===== config.mk =====
export PLATFORM = sky130hd
export DESIGN_NAME = pipe_hazard_ctrl_flat
export DESIGN_NICKNAME = d
export VERILOG_FILES = /design/src/rtl/pipe_hazard_ctrl_if.sv /design/src/rtl/pipe_hazard_ctrl.sv /design/src/flat_wrapper.sv
export SDC_FILE = /design/constraint.sdc
export NUM_CORES = 1
export LEC_CHECK = 0
export CORE_MARGIN = 10
export CORE_UTILIZATION = 35
export CTS_CLUSTER_DIAMETER = 50
export DETAILED_ROUTE_END_ITERATION = 12
export DONT_BUFFER_PORTS = 1
export PLACE_DENSITY_LB_ADDON = 0.05
export SLEW_MARGIN = 20
export SYNTH_ARGS = -nofsm -noshare
export SYNTH_HDL_FRONTEND = slang
export SYNTH_SLANG_ARGS = --single-unit

===== constraint.sdc =====
create_clock -name clk -period 2.2 [get_ports clk]
set_clock_uncertainty 0.2 [all_clocks]
set_input_delay 0.44 -clock clk [delete_from_list [all_inputs] [get_ports clk]]
set_output_delay 0.44 -clock clk [all_outputs]
set_load 0.05 [all_outputs]

===== src/rtl/pipe_hazard_ctrl_if.sv =====
// Hazard-control bundle between the 4-stage core datapath and pipe_hazard_ctrl.
// The datapath side uses 'master'; the control unit uses 'slave'.
interface pipe_hazard_ctrl_if #(
    parameter int CNT_W = 8
);
    logic             start;
    logic [3:0]       id_rs;
    logic [3:0]       id_rt;
    logic             id_uses_rs;
    logic             id_uses_rt;
    logic [3:0]       ex_rd;
    logic             ex_readmem;
    logic             ex_regwrite;
    logic             branch_taken;
    logic             halt_req;
    logic             pc_write_en;
    logic             ifid_write_en;
    logic             ifid_flush;
    logic             idex_bubble;
    logic             halted;
    logic [CNT_W-1:0] stall_cnt;
    logic [CNT_W-1:0] flush_cnt;

    modport master (
        output start, id_rs, id_rt, id_uses_rs, id_uses_rt, ex_rd,
               ex_readmem, ex_regwrite, branch_taken, halt_req,
        input  pc_write_en, ifid_write_en, ifid_flush, idex_bubble, halted,
               stall_cnt, flush_cnt
    );

    modport slave (
        input  start, id_rs, id_rt, id_uses_rs, id_uses_rt, ex_rd,
               ex_readmem, ex_regwrite, branch_taken, halt_req,
        output pc_write_en, ifid_write_en, ifid_flush, idex_bubble, halted,
               stall_cnt, flush_cnt
    );
endinterface


===== src/rtl/pipe_hazard_ctrl.sv =====
// Pipeline control for the 4-stage core: load-use stalls, post-branch flush
// window, halt, and saturating stall/flush event counters.
module pipe_hazard_ctrl #(
    parameter int FLUSH_CYCLES = 2,
    parameter int CNT_W        = 8
) (
    input  logic               clk,
    input  logic               rst_n,
    pipe_hazard_ctrl_if.slave  hz
);

    typedef enum logic [1:0] {
        S_IDLE  = 2'd0,
        S_RUN   = 2'd1,
        S_FLUSH = 2'd2,
        S_HALT  = 2'd3
    } state_t;

    localparam logic [3:0] FLUSH_LOAD = 4'(FLUSH_CYCLES - 1);

    state_t           state_q, state_d;
    logic [3:0]       down_q, down_d;
    logic [CNT_W-1:0] stall_cnt_q, stall_cnt_d;
    logic [CNT_W-1:0] flush_cnt_q, flush_cnt_d;

    logic load_use;
    logic stall_inc;
    logic flush_inc;
    logic pc_write_en;
    logic ifid_write_en;
    logic ifid_flush;
    logic idex_bubble;
    logic halted;

    always_comb begin
        load_use = hz.ex_readmem & hz.ex_regwrite &
                   ((hz.id_uses_rs & (hz.id_rs == hz.ex_rd)) |
                    (hz.id_uses_rt & (hz.id_rt == hz.ex_rd)));
    end

    always_comb begin
        state_d       = state_q;
        down_d        = down_q;
        stall_inc     = 1'b0;
        flush_inc     = 1'b0;
        pc_write_en   = 1'b0;
        ifid_write_en = 1'b0;
        ifid_flush    = 1'b0;
        idex_bubble   = 1'b1;
        halted        = 1'b0;

        unique case (state_q)
            S_IDLE: begin
                ifid_flush = 1'b1;
                if (hz.start) begin
                    state_d = S_RUN;
                end
            end
            S_RUN: begin
                if (hz.branch_taken) begin
                    // Wrong-path instruction in IF/ID is replaced by a NOP,
                    // so the register must capture while flushing.
                    pc_write_en   = 1'b1;
                    ifid_write_en = 1'b1;
                    ifid_flush    = 1'b1;
                    flush_inc     = 1'b1;
                    down_d        = FLUSH_LOAD;
                    if (FLUSH_CYCLES > 1) begin
                        state_d = S_FLUSH;
                    end
                end else if (load_use) begin
                    stall_inc = 1'b1;
                end else if (hz.halt_req) begin
                    state_d = S_HALT;
                end else begin
                    pc_write_en   = 1'b1;
                    ifid_write_en = 1'b1;
                    idex_bubble   = 1'b0;
                end
            end
            S_FLUSH: begin
                pc_write_en   = 1'b1;
                ifid_write_en = 1'b1;
                ifid_flush    = 1'b1;
                flush_inc     = 1'b1;
                down_d        = down_q - 4'd1;
                if (down_q <= 4'd1) begin
                    state_d = S_RUN;
                end
            end
            S_HALT: begin
                halted = 1'b1;
            end
            default: begin
                state_d = S_IDLE;
            end
        endcase
    end

    // Counters stick at all-ones so a long run never reads back as small.
    always_comb begin
        stall_cnt_d = stall_cnt_q;
        flush_cnt_d = flush_cnt_q;
        if (stall_inc && (stall_cnt_q != '1)) begin
            stall_cnt_d = stall_cnt_q + 1'b1;
        end
        if (flush_inc && (flush_cnt_q != '1)) begin
            flush_cnt_d = flush_cnt_q + 1'b1;
        end
    end

    always_ff @(posedge clk or negedge rst_n) begin
        if (!rst_n) begin
            state_q     <= S_IDLE;
            down_q      <= 4'd0;
            stall_cnt_q <= '0;
            flush_cnt_q <= '0;
        end else begin
            state_q     <= state_d;
            down_q      <= down_d;
            stall_cnt_q <= stall_cnt_d;
            flush_cnt_q <= flush_cnt_d;
        end
    end

    assign hz.pc_write_en   = pc_write_en;
    assign hz.ifid_write_en = ifid_write_en;
    assign hz.ifid_flush    = ifid_flush;
    assign hz.idex_bubble   = idex_bubble;
    assign hz.halted        = halted;
    assign hz.stall_cnt     = stall_cnt_q;
    assign hz.flush_cnt     = flush_cnt_q;

endmodule


===== src/flat_wrapper.sv =====
// flat-port wrapper written by rule: the top's interface ports become plain ports
module pipe_hazard_ctrl_flat 
#(
    parameter int FLUSH_CYCLES = 2,
    parameter int CNT_W        = 8
)
  (clk, rst_n, hz_start, hz_id_rs, hz_id_rt, hz_id_uses_rs, hz_id_uses_rt, hz_ex_rd, hz_ex_readmem, hz_ex_regwrite, hz_branch_taken, hz_halt_req, hz_pc_write_en, hz_ifid_write_en, hz_ifid_flush, hz_idex_bubble, hz_halted, hz_stall_cnt, hz_flush_cnt);
  pipe_hazard_ctrl_if #(.CNT_W(CNT_W)) hz_i ();
  input  logic clk;
  input  logic rst_n;
  input wire logic [$bits(hz_i.start)-1:0] hz_start;
  input wire logic [$bits(hz_i.id_rs)-1:0] hz_id_rs;
  input wire logic [$bits(hz_i.id_rt)-1:0] hz_id_rt;
  input wire logic [$bits(hz_i.id_uses_rs)-1:0] hz_id_uses_rs;
  input wire logic [$bits(hz_i.id_uses_rt)-1:0] hz_id_uses_rt;
  input wire logic [$bits(hz_i.ex_rd)-1:0] hz_ex_rd;
  input wire logic [$bits(hz_i.ex_readmem)-1:0] hz_ex_readmem;
  input wire logic [$bits(hz_i.ex_regwrite)-1:0] hz_ex_regwrite;
  input wire logic [$bits(hz_i.branch_taken)-1:0] hz_branch_taken;
  input wire logic [$bits(hz_i.halt_req)-1:0] hz_halt_req;
  output wire logic [$bits(hz_i.pc_write_en)-1:0] hz_pc_write_en;
  output wire logic [$bits(hz_i.ifid_write_en)-1:0] hz_ifid_write_en;
  output wire logic [$bits(hz_i.ifid_flush)-1:0] hz_ifid_flush;
  output wire logic [$bits(hz_i.idex_bubble)-1:0] hz_idex_bubble;
  output wire logic [$bits(hz_i.halted)-1:0] hz_halted;
  output wire logic [$bits(hz_i.stall_cnt)-1:0] hz_stall_cnt;
  output wire logic [$bits(hz_i.flush_cnt)-1:0] hz_flush_cnt;
  assign hz_i.start = hz_start;
  assign hz_i.id_rs = hz_id_rs;
  assign hz_i.id_rt = hz_id_rt;
  assign hz_i.id_uses_rs = hz_id_uses_rs;
  assign hz_i.id_uses_rt = hz_id_uses_rt;
  assign hz_i.ex_rd = hz_ex_rd;
  assign hz_i.ex_readmem = hz_ex_readmem;
  assign hz_i.ex_regwrite = hz_ex_regwrite;
  assign hz_i.branch_taken = hz_branch_taken;
  assign hz_i.halt_req = hz_halt_req;
  assign hz_pc_write_en = hz_i.pc_write_en;
  assign hz_ifid_write_en = hz_i.ifid_write_en;
  assign hz_ifid_flush = hz_i.ifid_flush;
  assign hz_idex_bubble = hz_i.idex_bubble;
  assign hz_halted = hz_i.halted;
  assign hz_stall_cnt = hz_i.stall_cnt;
  assign hz_flush_cnt = hz_i.flush_cnt;
  pipe_hazard_ctrl #(.FLUSH_CYCLES(FLUSH_CYCLES), .CNT_W(CNT_W)) u_core (.clk(clk), .rst_n(rst_n), .hz(hz_i));
endmodule

======== Word level (Yosys, flattened, before mapping) ========
Cells that the tools add are included.
storage, ports and cells
  register bits ........................... 22
  bits of input ports ..................... 21
  output and inout port bits .............. 21
  word-level logic and storage cells ...... 56
cells by class
  add/subtract/negate cells ............... 3
  order comparisons ....................... 1
  eq/ne operators ......................... 12
  muxes and demuxes ....................... 23
  bitwise logic cells ..................... 5
  reduce and logical (&&, ||, !) cells .... 8
operators with widths
  cell                   number
  $add A8 B1 Y8 const B  2
  $ne A8 B8 Y1 const B   2
  $mux W1                12
  $mux W2                5
  $eq A4 B4 Y1           2
  $pmux W4 S2            1
  $ne A3 B3 Y1 const B   2
  $pmux W1 S2            3
  $pmux W2 S3            1
  $reduce_and A5 Y1      1
  $and A1 B1 Y1          4
  $eq A2 B2 Y1 const B   2
  $le A4 B1 Y1 const B   1
  $mux W4                1
  $ne A2 B2 Y1 const B   2
  $sub A4 B1 Y4 const B  1
  $reduce_bool A3 Y1     1
  $eq A2 B1 Y1 const B   1
  $logic_and A1 B1 Y1    2
  $logic_not A2 Y1       1
  $ne A2 B1 Y1 const B   1
  $reduce_and A2 Y1      1
  $reduce_bool A2 Y1     1
  $reduce_or A2 Y1       1
  $or A1 B1 Y1           1

======== Depth between registers and ports, before layout ========
Gate-level depths: netlist (run 1).
  depth in word-level cells ............... 8
  depth in mapped cells ................... 8
  gate-level depth less buffers ........... 7

======== Worst setup path after synthesis (run 1) ========
Ideal clock, no wire load.
  kind .................................... input-to-output
  from .................................... in hz_id_rt[2]
  to ...................................... out hz_pc_write_en
  arrival ................................. 2.611 ns
  slack ................................... -1.051 ns
  cell stages on the path ................. 7
  cell sequence ........................... xnor2_1 -> nand4_1 -> or4_1 -> buf_2 -> nand2_1 -> o31ai_1 -> buf_4
on the way
  cells in the longest elaborated chain, start to end .. 7
ends and longest elaborated chain
  what                   RTL line                RTL
  start: declaration     flat_wrapper.sv:13      input wire logic [$bits(hz_i.id_rt)-1:0] hz_id_rt;
  $eq A4 B4 Y1           pipe_hazard_ctrl.sv:38  (hz.id_uses_rt & (hz.id_rt == hz.ex_rd)));
  $and A1 B1 Y1          pipe_hazard_ctrl.sv:38
  $or A1 B1 Y1           pipe_hazard_ctrl.sv:37  ((hz.id_uses_rs & (hz.id_rs == hz.ex_rd)) |
  $and A1 B1 Y1          pipe_hazard_ctrl.sv:36  load_use = hz.ex_readmem & hz.ex_regwrite &
  $mux W1 (2 in series)  -
  $pmux W1 S2            -
  end: declaration       flat_wrapper.sv:21      output wire logic [$bits(hz_i.pc_write_en)-1:0] hz_pc_write_en;
No other way between the ends.

======== Worst setup path after layout (run 1) ========
  from .................................... reg u_core.state_q[0]
  to ...................................... out hz_pc_write_en
on the way
  cells in the longest elaborated chain, start to end .. 2
ends and longest elaborated chain
  what                                          RTL line                 RTL
  start: declaration                            pipe_hazard_ctrl.sv:21   state_t state_q, state_d;
  start signal: assignment                      pipe_hazard_ctrl.sv:119  state_q <= state_d;
  $eq A2 B2 Y1 or $eq A2 B1 Y1 (tied branches)  -
  $pmux W1 S2 *                                 -
Mark *: on every way between the ends. The rest lies on a longest branch, timed or not.

==> results of run 1 <==
==> final cells by class <==
| class | count | area, um2 |
|---|---|---|
| clock buffer | 3 | 41.29 |
| tap | 48 | 60.06 |
| multi-input combinational | 101 | 794.5 |
| sequential | 22 | 550.5 |
| inverter | 6 | 22.52 |
| timing repair buffer | 36 | 299.0 |
| clock inverter | 1 | 30.03 |
| fill | 339 | 1863 |
==> registers in the layout, summed over array words and instances (netlist names) <==
signal	flops
u_core.hz.flush_cnt	8
u_core.hz.stall_cnt	8
u_core.down_q	4
u_core.state_q	2
==> routing by layer <==
layer  share of wire, %  wire (um)  track usage [%]  vias up
li1                   -          -                -      543
met1                 41       1307            10.89      532
met2                 46       1456            16.35       31
met3                 11        350            5.022        4
met4                1.2         38            3.633        0
met5                  0          0                0        -
==> final timing paths <==
kind	start	to	slack, ps	cells after the start
max in group asynchronous	rst_n	u_core.down_q[1]	990	2
worst min-delay path	hz_halt_req	u_core.state_q[1]	180	2
worst max register to register	u_core.state_q[1]	u_core.state_q[1]	210	6
worst max-delay path	u_core.state_q[0]	hz_pc_write_en	5	6
worst min register to register	u_core.down_q[1]	u_core.down_q[1]	310	2
min in group asynchronous	rst_n	u_core.hz.flush_cnt[5]	470	2
==> cells in the mapped netlist <==
cell type  number  area [um2]
a221oi_1        1       8.760
buf_2           2       10.01
a41oi_1         1       8.760
a22o_1          1       8.760
clkbuf_1        1       3.750
and3_1          2       12.51
or4_1           1       7.510
dfrtp_1        22       550.5
o211ai_1        1       7.510
nand2b_1        2       12.51
and4_1          2       17.52
a21o_1          1       7.510
nor2_1          8       30.03
or3_1           1       6.260
nand3b_1        1       7.510
xor2_1         16       140.1
a31oi_1         1       6.260
nand3_1         8       40.04
nor3_1          3       15.01
buf_6           1       11.26
buf_4           1       7.510
o31ai_1         3       22.52
inv_1           6       22.52
mux2_1          1       11.26
nand4_1         7       43.79
or4_4           1       11.26
ha_1            8       100.1
mux2_2          1       11.26
o311ai_1        1       8.760
xnor2_1         5       43.79
mux2i_1         1       10.01
nand2_1         9       33.78
a21boi_4        1       18.77
o21ai_0         7       35.03
a21oi_1         6       30.03
==> kinds of logic (layout without fill, tap and decap cells) <==
| logic type | after synthesis | in the layout | synth area share [%] |
|---|---|---|---|
| compound gates | 24 | 24 | 12.30 |
| xor+xnor | 21 | 21 | 13.91 |
| fa+ha+maj | 8 | 8 | 7.569 |
| buf+inv | 11 | 46 | 4.163 |
| flops | 22 | 22 | 41.63 |
| mux | 3 | 3 | 2.460 |
| simple gates | 45 | 45 | 17.98 |
==> through the flow <==
step                total power [mW]  hold slack (ps)
finish                         2.442            179.9
global route                   2.606            178.8
CTS                            2.391            179.7
detailed placement             1.876           -54.66
global placement               1.853           -54.77
floorplan                      1.510           -55.59
==> cells in the final DEF, fill, tap and decap left out, types with 3 or more instances in the layout <==
| cell type | n |
|---|---|
| nand2_1 | 6 |
| nor3_1 | 3 |
| nor2_1 | 7 |
| nand3_1 | 8 |
| xor2_1 | 16 |
| o21ai_0 | 7 |
| nand4_1 | 7 |
| buf_4 | 31 |
| inv_1 | 4 |
| dfrtp_1 | 22 |
| ha_1 | 6 |
| a21oi_1 | 6 |
| xnor2_1 | 3 |
| clkbuf_8 | 3 |
==> timing repair <==
| item | CTS | global route |
|---|---|---|
| hold buffers | 1 | 1 |
| pin swaps | 3 | 4 |
| endpoints found under the setup margin | 4 | 4 |
| gates resized for setup | 8 | 1 |
| endpoints found under the hold margin | 22 | 22 |
| setup buffers | 4 | 4 |
==> power groups by stage <==
stage	Combinational [mW]	Sequential (mW)	Clock, mW
after floorplan	0.735	0.776	0
after detailed placement	1.30	0.572	0
final	1.50	0.563	0.378
after global routing	1.63	0.576	0.400
after global placement	1.28	0.569	0
after CTS	1.45	0.563	0.382
==> worst reg2reg max path: cells and delay by family (launching register included) <==
kind / cells / cell delay, ps
AO/OA/AOI/OAI: 2 / 730
flip-flops: 1 / 390
buffers and inverters: 2 / 310
adder cells (fa/ha/maj): 1 / 180
AND/OR/NAND/NOR: 1 / 80
==> run_results.csv, run 1 <==
group,metric,value,unit
sta,setup_ws,5.385,ps
sta,worstMarginPinSlew,544.2,ps
sta,slew_violations,0,
critical_path,path_buf_inv,2,
finish,final_util,49.11,%
finish,antenna_cells,0,
floorplan,die_area,6637,um2
critical_path,worstPathCellList,"buf_6 > ha_4 > a21o_1 > nand2_2 > o31ai_4 > buf_12",
clock_network,cts.sink_count,22,
detailed_routing,drt_iter0_drc,56,
critical_path,worst_path_max_delay_cell,"dfrtp_1",
floorplan,start_util,36.12,%
critical_path,cpPeakStageDelay,410,ps
finish,nets,199,
detailed_routing,viasPerCell,5.115,
logic_synthesis,syn-num-nets,163,
clock_network,cts_tree,"built",
critical_path,critical-path-top-delay-family,"flip-flops",
sta,rsz0062_at_grt,"yes",
finish,postLayoutCellArea,1798,um2
grt,grt_pass1_wl,5244,um
sta,fmax,455.7,MHz
run,cap_violations,0,
floorplan,core_area,3661,um2
critical_path,path_class,"register to primary output",
finish,final_cells,217,
detailed_routing,routedWlPerCell,14.53,um
logic_synthesis,avgSynthCellArea,9.870,um2
detailed_routing,dr.pass1.iters,4,
clock_network,path_clk_slew,80,ps
power,clock_power_share,15.5,%
outcome,status,"complete, no violations",
detailed_routing,remaining_drc_errors,0,
placement,dpl_cell_area,1614,um2
detailed_routing,routed_wl,3153,um
clock_network,cts_root_buffer,"clkbuf_8",
power,internal-power,1.353,mW
power,comb_power_share,61.5,%
power,power_switching,1.088,mW
power,power_leakage,0.8754,nW
sta,period_share,99.76,%
power,sw_frac_of_total,44.57,%
logic_synthesis,ys_warn_count,0,
floorplan,die_w,81.47,um
sta,finalSetupViolCount,0,
floorplan,rows,22,
critical_path,endpoint_kind,"primary output",
detailed_routing,drt.antenna.violating_nets,0,
critical_path,cp.required,1560,ps
clock_network,cts_made_buffers,3,
logic_synthesis,synth.distinct_cells,35,
sta,hold_violations,0,
grt,grt-ovfl-total,0,
critical_path,arrival,1550,ps
sta,fin_crit,2195,ps
grt,antenna_found_initial,0,
power,power_frac_seq,23.1,%
grt,grt_pass1_vias,1150,
floorplan,num_io_pins,42,
critical_path,worstPathMaxFanout,7,
clock_network,clock_path_buffers,2,
floorplan,die_y,81.47,um
finish,area_growth,35.95,%
detailed_routing,vias,1110,
logic_synthesis,netlist_instances,134,
finish,drive_gt1_share,32.54,%
placement,pre_cts_ws,-25.08,ps
grt,grt_use_total,9.973,%
critical_path,start_kind,"register",
placement,place_hpwl,2554,um
logic_synthesis,syn_area,1323,um2
logic_synthesis,synth-seq-area-share,41.63,%
power,powerDensity,1358,nW/um2
placement,port_buffers,0,
min_path,hold_path.class,"input port to register",
sta,max_slew_margin,63.56,%
clock_network,clkLatencyLatePin,260,ps
sta,fin_setup_tns,0,ps
placement,gp_congestion,0.8212,
logic_synthesis,synth-seq-cells,22,
grt,grt_max_degree,23,
clock_network,htree_levels,1,
power,ir_worst_vdd,0.3641,mV
placement,dp_cells,203,
(Power assumes the default switching activity.)
==> run 2: changes to the inputs <==
==> constraint.sdc (replaced) <==
create_clock -name clk -period 2.2 [get_ports clk]
set_clock_uncertainty 0.2 [all_clocks]
set_input_delay 0.44 -clock clk [delete_from_list [all_inputs] [get_ports clk]]
set_output_delay 0.44 -clock clk [all_outputs]
set_load 0.01 [all_outputs]
==> run 2 against run 1 <==
  * Register-to-register slack is essentially flat
  * Routed wire length fell by 2.7%
  * Hold slack better by 23 ps
  * Total power decreased by 26%
  * Global-route usage is 0.60 points lower
  * First-iteration DRC count down 23%
  * Sequential power grew 13%
  * Final cell count shrank 11%
  * Critical path type is now input port to primary output
  * Critical endpoint is now hz_idex_bubble
==> run_results.csv, run 2 (synthesis results as in run 1) <==
group,metric,value,unit
outcome,status,"complete, no violations",
power,ir_worst_vdd,0.4773,mV
clock_network,cts_root_buffer,"clkbuf_8",
critical_path,cp.required,1560,ps
finish,drive_gt1_share,19.86,%
detailed_routing,drt_iter0_drc,43,
clock_network,cts.sink_count,22,
min_path,hold_depth,3,
placement,dpl_cell_area,1439,um2
critical_path,arrival,1490,ps
critical_path,path_buf_inv,0,
critical_path,critical-path-top-delay-family,"simple AND/OR/NAND/NOR gates",
detailed_routing,viasPerCell,5.088,
sta,final.hold.worst_slack,203.2,ps
sta,max_slew_margin,63.39,%
placement,dp_cells,186,
critical_path,rrSetupSlack,210,ps
clock_network,cts_made_buffers,3,
clock_network,path_clk_slew,80,ps
floorplan,rows,22,
finish,final_cells,194,
floorplan,die_area,6637,um2
detailed_routing,remaining_drc_errors,0,
critical_path,cp.depth,4,
finish,final_util,43.10,%
sta,slew_violations,0,
finish,antenna_cells,0,
grt,antenna_found_initial,0,
sta,fin_crit,2131,ps
clock_network,cts_tree,"built",
sta,setup_ws,68.54,ps
finish,final_common_cell,"dfrtp_1",
critical_path,path_class,"input port to primary output",
finish,nets,176,
placement,place_hpwl,2424,um
detailed_routing,drt.antenna.violating_nets,0,
min_path,worst_hold_path.endpoint,"u_core.down_q[3]",
critical_path,reg2reg_to,"u_core.hz.flush_cnt[5]",
critical_path,ff2ff_path_depth,7,
critical_path,worstPathMaxFanout,3,
grt,grt_max_degree,23,
critical_path,rr_startpoint,"u_core.state_q[0]",
floorplan,start_util,36.12,%
floorplan,core_area,3661,um2
clock_network,clock_path_buffers,2,
sta,fin_setup_tns,0,ps
clock_network,htree_levels,1,
grt,grt-ovfl-total,0,
critical_path,endpoint_kind,"primary output",
critical_path,worstPathCellList,"xor2_1 > or4_1 > nand2_4 > or3_4",
detailed_routing,dr.pass1.iters,4,
finish,area_growth,19.30,%
sta,hold_violations,0,
finish,final_cell_mix,"22 x dfrtp_1, 16 x xor2_1, 11 x buf_4, 8 x nor2_1, 8 x nand3_1",
min_path,min-delay-start,"hz_branch_taken",
run,cap_violations,0,
sta,fmax,469.2,MHz
power,powerDensity,1143,nW/um2
floorplan,num_io_pins,42,
grt,grt_pass1_wl,4919,um
clock_network,clkLatencyLatePin,260,ps
floorplan,die_w,81.47,um
grt,grt_use_total,9.371,%
power,finalPower,1.803,mW
floorplan,die_y,81.47,um
grt,grt_pass1_vias,1023,
sta,finalSetupViolCount,0,
finish,postLayoutCellArea,1578,um2
finish,fill_cells,375,
detailed_routing,vias,987,
placement,port_buffers,0,
detailed_routing,routed_wl,3069,um
placement,pre_cts_ws,18.30,ps
sta,period_share,96.88,%
critical_path,start_kind,"input port",
min_path,hold_path.class,"input port to register",
detailed_routing,routedWlPerCell,15.82,um
placement,gp_congestion,0.7273,
sta,worstMarginPinSlew,546.8,ps
power,power_leakage,0.7335,nW
critical_path,cpPeakStageDelay,650,ps
critical_path,worst_path_max_delay_cell,"or4_1",
run 2: power breakdown:
group | internal (mW) | total (mW) | switching (mW)
clock | 0.243 | 0.379 | 0.136
combinational | 0.364 | 0.784 | 0.420
sequential | 0.499 | 0.639 | 0.140
run 2: layout make-up:
class / count / area (um2) / share of cell area [%]
inverter: 6 / 22.52 / 1.427
clock inverter: 1 / 30.03 / 1.903
multi-input combinational: 101 / 775.7 / 49.17
tap: 48 / 60.06 / 3.807
timing repair buffer: 13 / 97.59 / 6.186
sequential: 22 / 550.5 / 34.89
clock buffer: 3 / 41.29 / 2.617
run 2: what timing repair did:
action	4_1_cts	5_1_grt
resized for setup	2	7
pin swaps	0	2
hold buffers	1	1
endpoints found under the hold margin	22	22
buffers inserted	0	2
endpoints found under the setup margin	1	5
run 2: worst max-delay path by stage:
stage | to | slack (ps) | from
finish | hz_idex_bubble | 70 | hz_ex_rd[1]
global route | hz_ifid_write_en | -2 | u_core.state_q[1]
CTS | hz_idex_bubble | -3 | u_core.state_q[1]
detailed placement | hz_idex_bubble | 20 | hz_ex_rd[1]
global placement | hz_idex_bubble | 30 | hz_ex_rd[1]
floorplan | hz_pc_write_en | 10 | hz_ex_rd[3]
run 2: layer usage:
metal / up-vias / share of wire, % / global-route usage [%]
met5: - / 0 / 0
met2: 21 / 50 / 15.17
li1: 497 / - / -
met4: 0 / 0.55 / 3.114
met3: 2 / 8.4 / 4.258
met1: 467 / 41 / 10.78
run 2: worst reg2reg max path: cells and delay by family, from the launching register on:
| kind | cells | cell delay, ps |
|---|---|---|
| and+or+nand+nor | 2 | 360 |
| adders and majority gates | 1 | 230 |
| AOI/OAI and AO/OA | 2 | 410 |
| xor gates and xnor gates | 1 | 140 |
| buffers and inverters | 1 | 110 |
| DFF | 1 | 430 |
==> run 3: changes to the inputs <==
--- a/config.mk
+++ b/config.mk
@@ -6,7 +6,7 @@
 export NUM_CORES = 1
 export LEC_CHECK = 0
 export CORE_MARGIN = 10
-export CORE_UTILIZATION = 35
+export CORE_UTILIZATION = 30
 export CTS_CLUSTER_DIAMETER = 50
 export DETAILED_ROUTE_END_ITERATION = 12
 export DONT_BUFFER_PORTS = 1
==> run 3 against run 2 <==
  * Combinational power hardly changed
  * Sequential cell count unchanged
  * Clock power decreased by 2%
  * Global-route usage decreased by 0.88 points
  * Sequential power is 2% lower
  * Hold slack worse by 39 ps
  * Fmax increased by 2.0%
  * Routed wire length grew 5.3%
  * Critical path depth up 1
  * First-iteration DRC count fell by 30%
  * Register-to-register slack got worse by 30 ps
==> run_results.csv, run 3 (synthesis results as in run 1) <==
group,metric,value,unit
sta,max_slew_margin,63.95,%
detailed_routing,vias,1022,
finish,drive_gt1_share,17.81,%
finish,final_util,36.52,%
finish,final_common_cell,"dfrtp_1",
finish,area_growth,19.39,%
grt,grt_max_degree,23,
finish,regArea,550.5,um2
critical_path,arrival,1450,ps
clock_network,htree_levels,1,
floorplan,core_area,4324,um2
power,finalPower,1.779,mW
min_path,hold_path.class,"input port to register",
grt,grt_use_total,8.491,%
clock_network,clkLatencyLatePin,260,ps
detailed_routing,routedWlPerCell,16.33,um
detailed_routing,drt_iter0_drc,30,
power,power_leakage,0.7376,nW
clock_network,cts.sink_count,22,
floorplan,die_y,86.40,um
placement,port_buffers,0,
clock_network,cts_root_buffer,"clkbuf_8",
clock_network,path_clk_slew,80,ps
critical_path,ff2ff_path_depth,6,
finish,final_cell_mix,"22 x dfrtp_1, 16 x xor2_1, 11 x buf_4",
sta,fin_setup_tns,0,ps
detailed_routing,drt.antenna.violating_nets,0,
sta,hold_violations,0,
floorplan,num_io_pins,42,
detailed_routing,viasPerCell,5.162,
critical_path,reg2reg_to,"u_core.state_q[1]",
sta,period_share,94.99,%
detailed_routing,routed_wl,3233,um
critical_path,crit_path_end,"hz_pc_write_en",
critical_path,critPathLaunch,"u_core.state_q[1]",
sta,rsz0062_at_grt,"no",
grt,antenna_found_initial,0,
power,powerDensity,1127,nW/um2
critical_path,endpoint_kind,"primary output",
run,cap_violations,0,
critical_path,rr_startpoint,"u_core.state_q[1]",
critical_path,worstPathMaxFanout,3,
critical_path,cp.required,1560,ps
critical_path,rrSetupSlack,180,ps
grt,grt-ovfl-total,0,
placement,dp_cells,189,
sta,worstMarginPinSlew,532.3,ps
placement,place_hpwl,2564,um
floorplan,die_w,86.40,um
power,ir_worst_vdd,0.3468,mV
finish,antenna_cells,0,
placement,gp_congestion,0.7312,
grt,grt_pass1_vias,1076,
critical_path,start_kind,"register",
floorplan,rows,24,
grt,grt_pass1_wl,5333,um
floorplan,die_area,7464,um2
clock_network,clock_path_buffers,2,
clock_network,cts_tree,"built",
sta,fmax,478.5,MHz
finish,nets,176,
sta,slew_violations,0,
detailed_routing,dr.pass1.iters,4,
clock_network,cts_made_buffers,3,
critical_path,path_class,"register to primary output",
sta,fin_crit,2090,ps
finish,multiInputGateArea,772.0,um2
detailed_routing,remaining_drc_errors,0,
finish,fill_cells,457,
floorplan,start_util,30.58,%
sta,finalSetupViolCount,0,
outcome,status,"complete, no violations",
finish,final_cells,198,
-- run 3: cell counts in the layout (fill, tap and decap cells not counted) --
Identical to the previous run, type by type.
-- run 3: worst min path at each step --
stage	from	end	slack, ps	cells past startpoint
floorplan	rst_n	u_core.down_q[0]	-60	0
global placement	rst_n	u_core.hz.flush_cnt[0]	-50	0
detailed placement	rst_n	u_core.hz.flush_cnt[0]	-50	0
CTS	hz_halt_req	u_core.state_q[1]	160	2
global route	hz_halt_req	u_core.state_q[1]	160	2
finish	hz_halt_req	u_core.state_q[1]	160	2
-- run 3: power by group --
part	switching [mW]	leakage (nW)	internal, mW	total, mW
Combinational	0.428	0.412	0.355	0.783
Sequential	0.124	0.290	0.500	0.624
Clock	0.129	0.0357	0.243	0.372
Total	0.682	0.738	1.10	1.78
-- run 3: layout make-up --
cell class                 count  area share, %
inverter                       6          1.426
timing repair buffer          13          6.181
tap                           52          4.120
sequential                    22          34.87
clock buffer                   3          2.615
clock inverter                 1          1.902
multi-input combinational    101          48.89
-- run 3: what timing repair did --
action / 4_1_cts / 5_1_grt
setup endpoints to repair: 3 / 3
pin swaps: 1 / 1
hold buffers: 1 / 1
setup buffers: 3 / 0
endpoints found under the hold margin: 22 / 22
resized for setup: 4 / 2
-- run 3: routing by layer --
layer / GRT usage, % / share of wire [%] / vias up
met2: 12.82 / 45 / 26
li1: - / - / 499
met5: 0 / 0 / -
met3: 4.315 / 9.8 / 2
met4: 2.209 / 0.43 / 0
met1: 10.41 / 45 / 495
-- run 3: per-stage QoR --
stage               hold slack [ps]  setup slack, ps  area (um2)
floorplan                    -55.59            12.35        1346
global placement             -54.72           -25.33        1436
detailed placement           -54.63           -33.96        1436
CTS                           155.1            16.79        1556
global route                  158.4            8.143        1579
finish                        164.2            110.3        1579
-- run 3: critical path: stages, from the launching register on --
cell	delay [ps]
dfrtp_1	400
buf_4	150
ha_1	190
a21o_1	190
nand2_1	140
o31ai_4	120
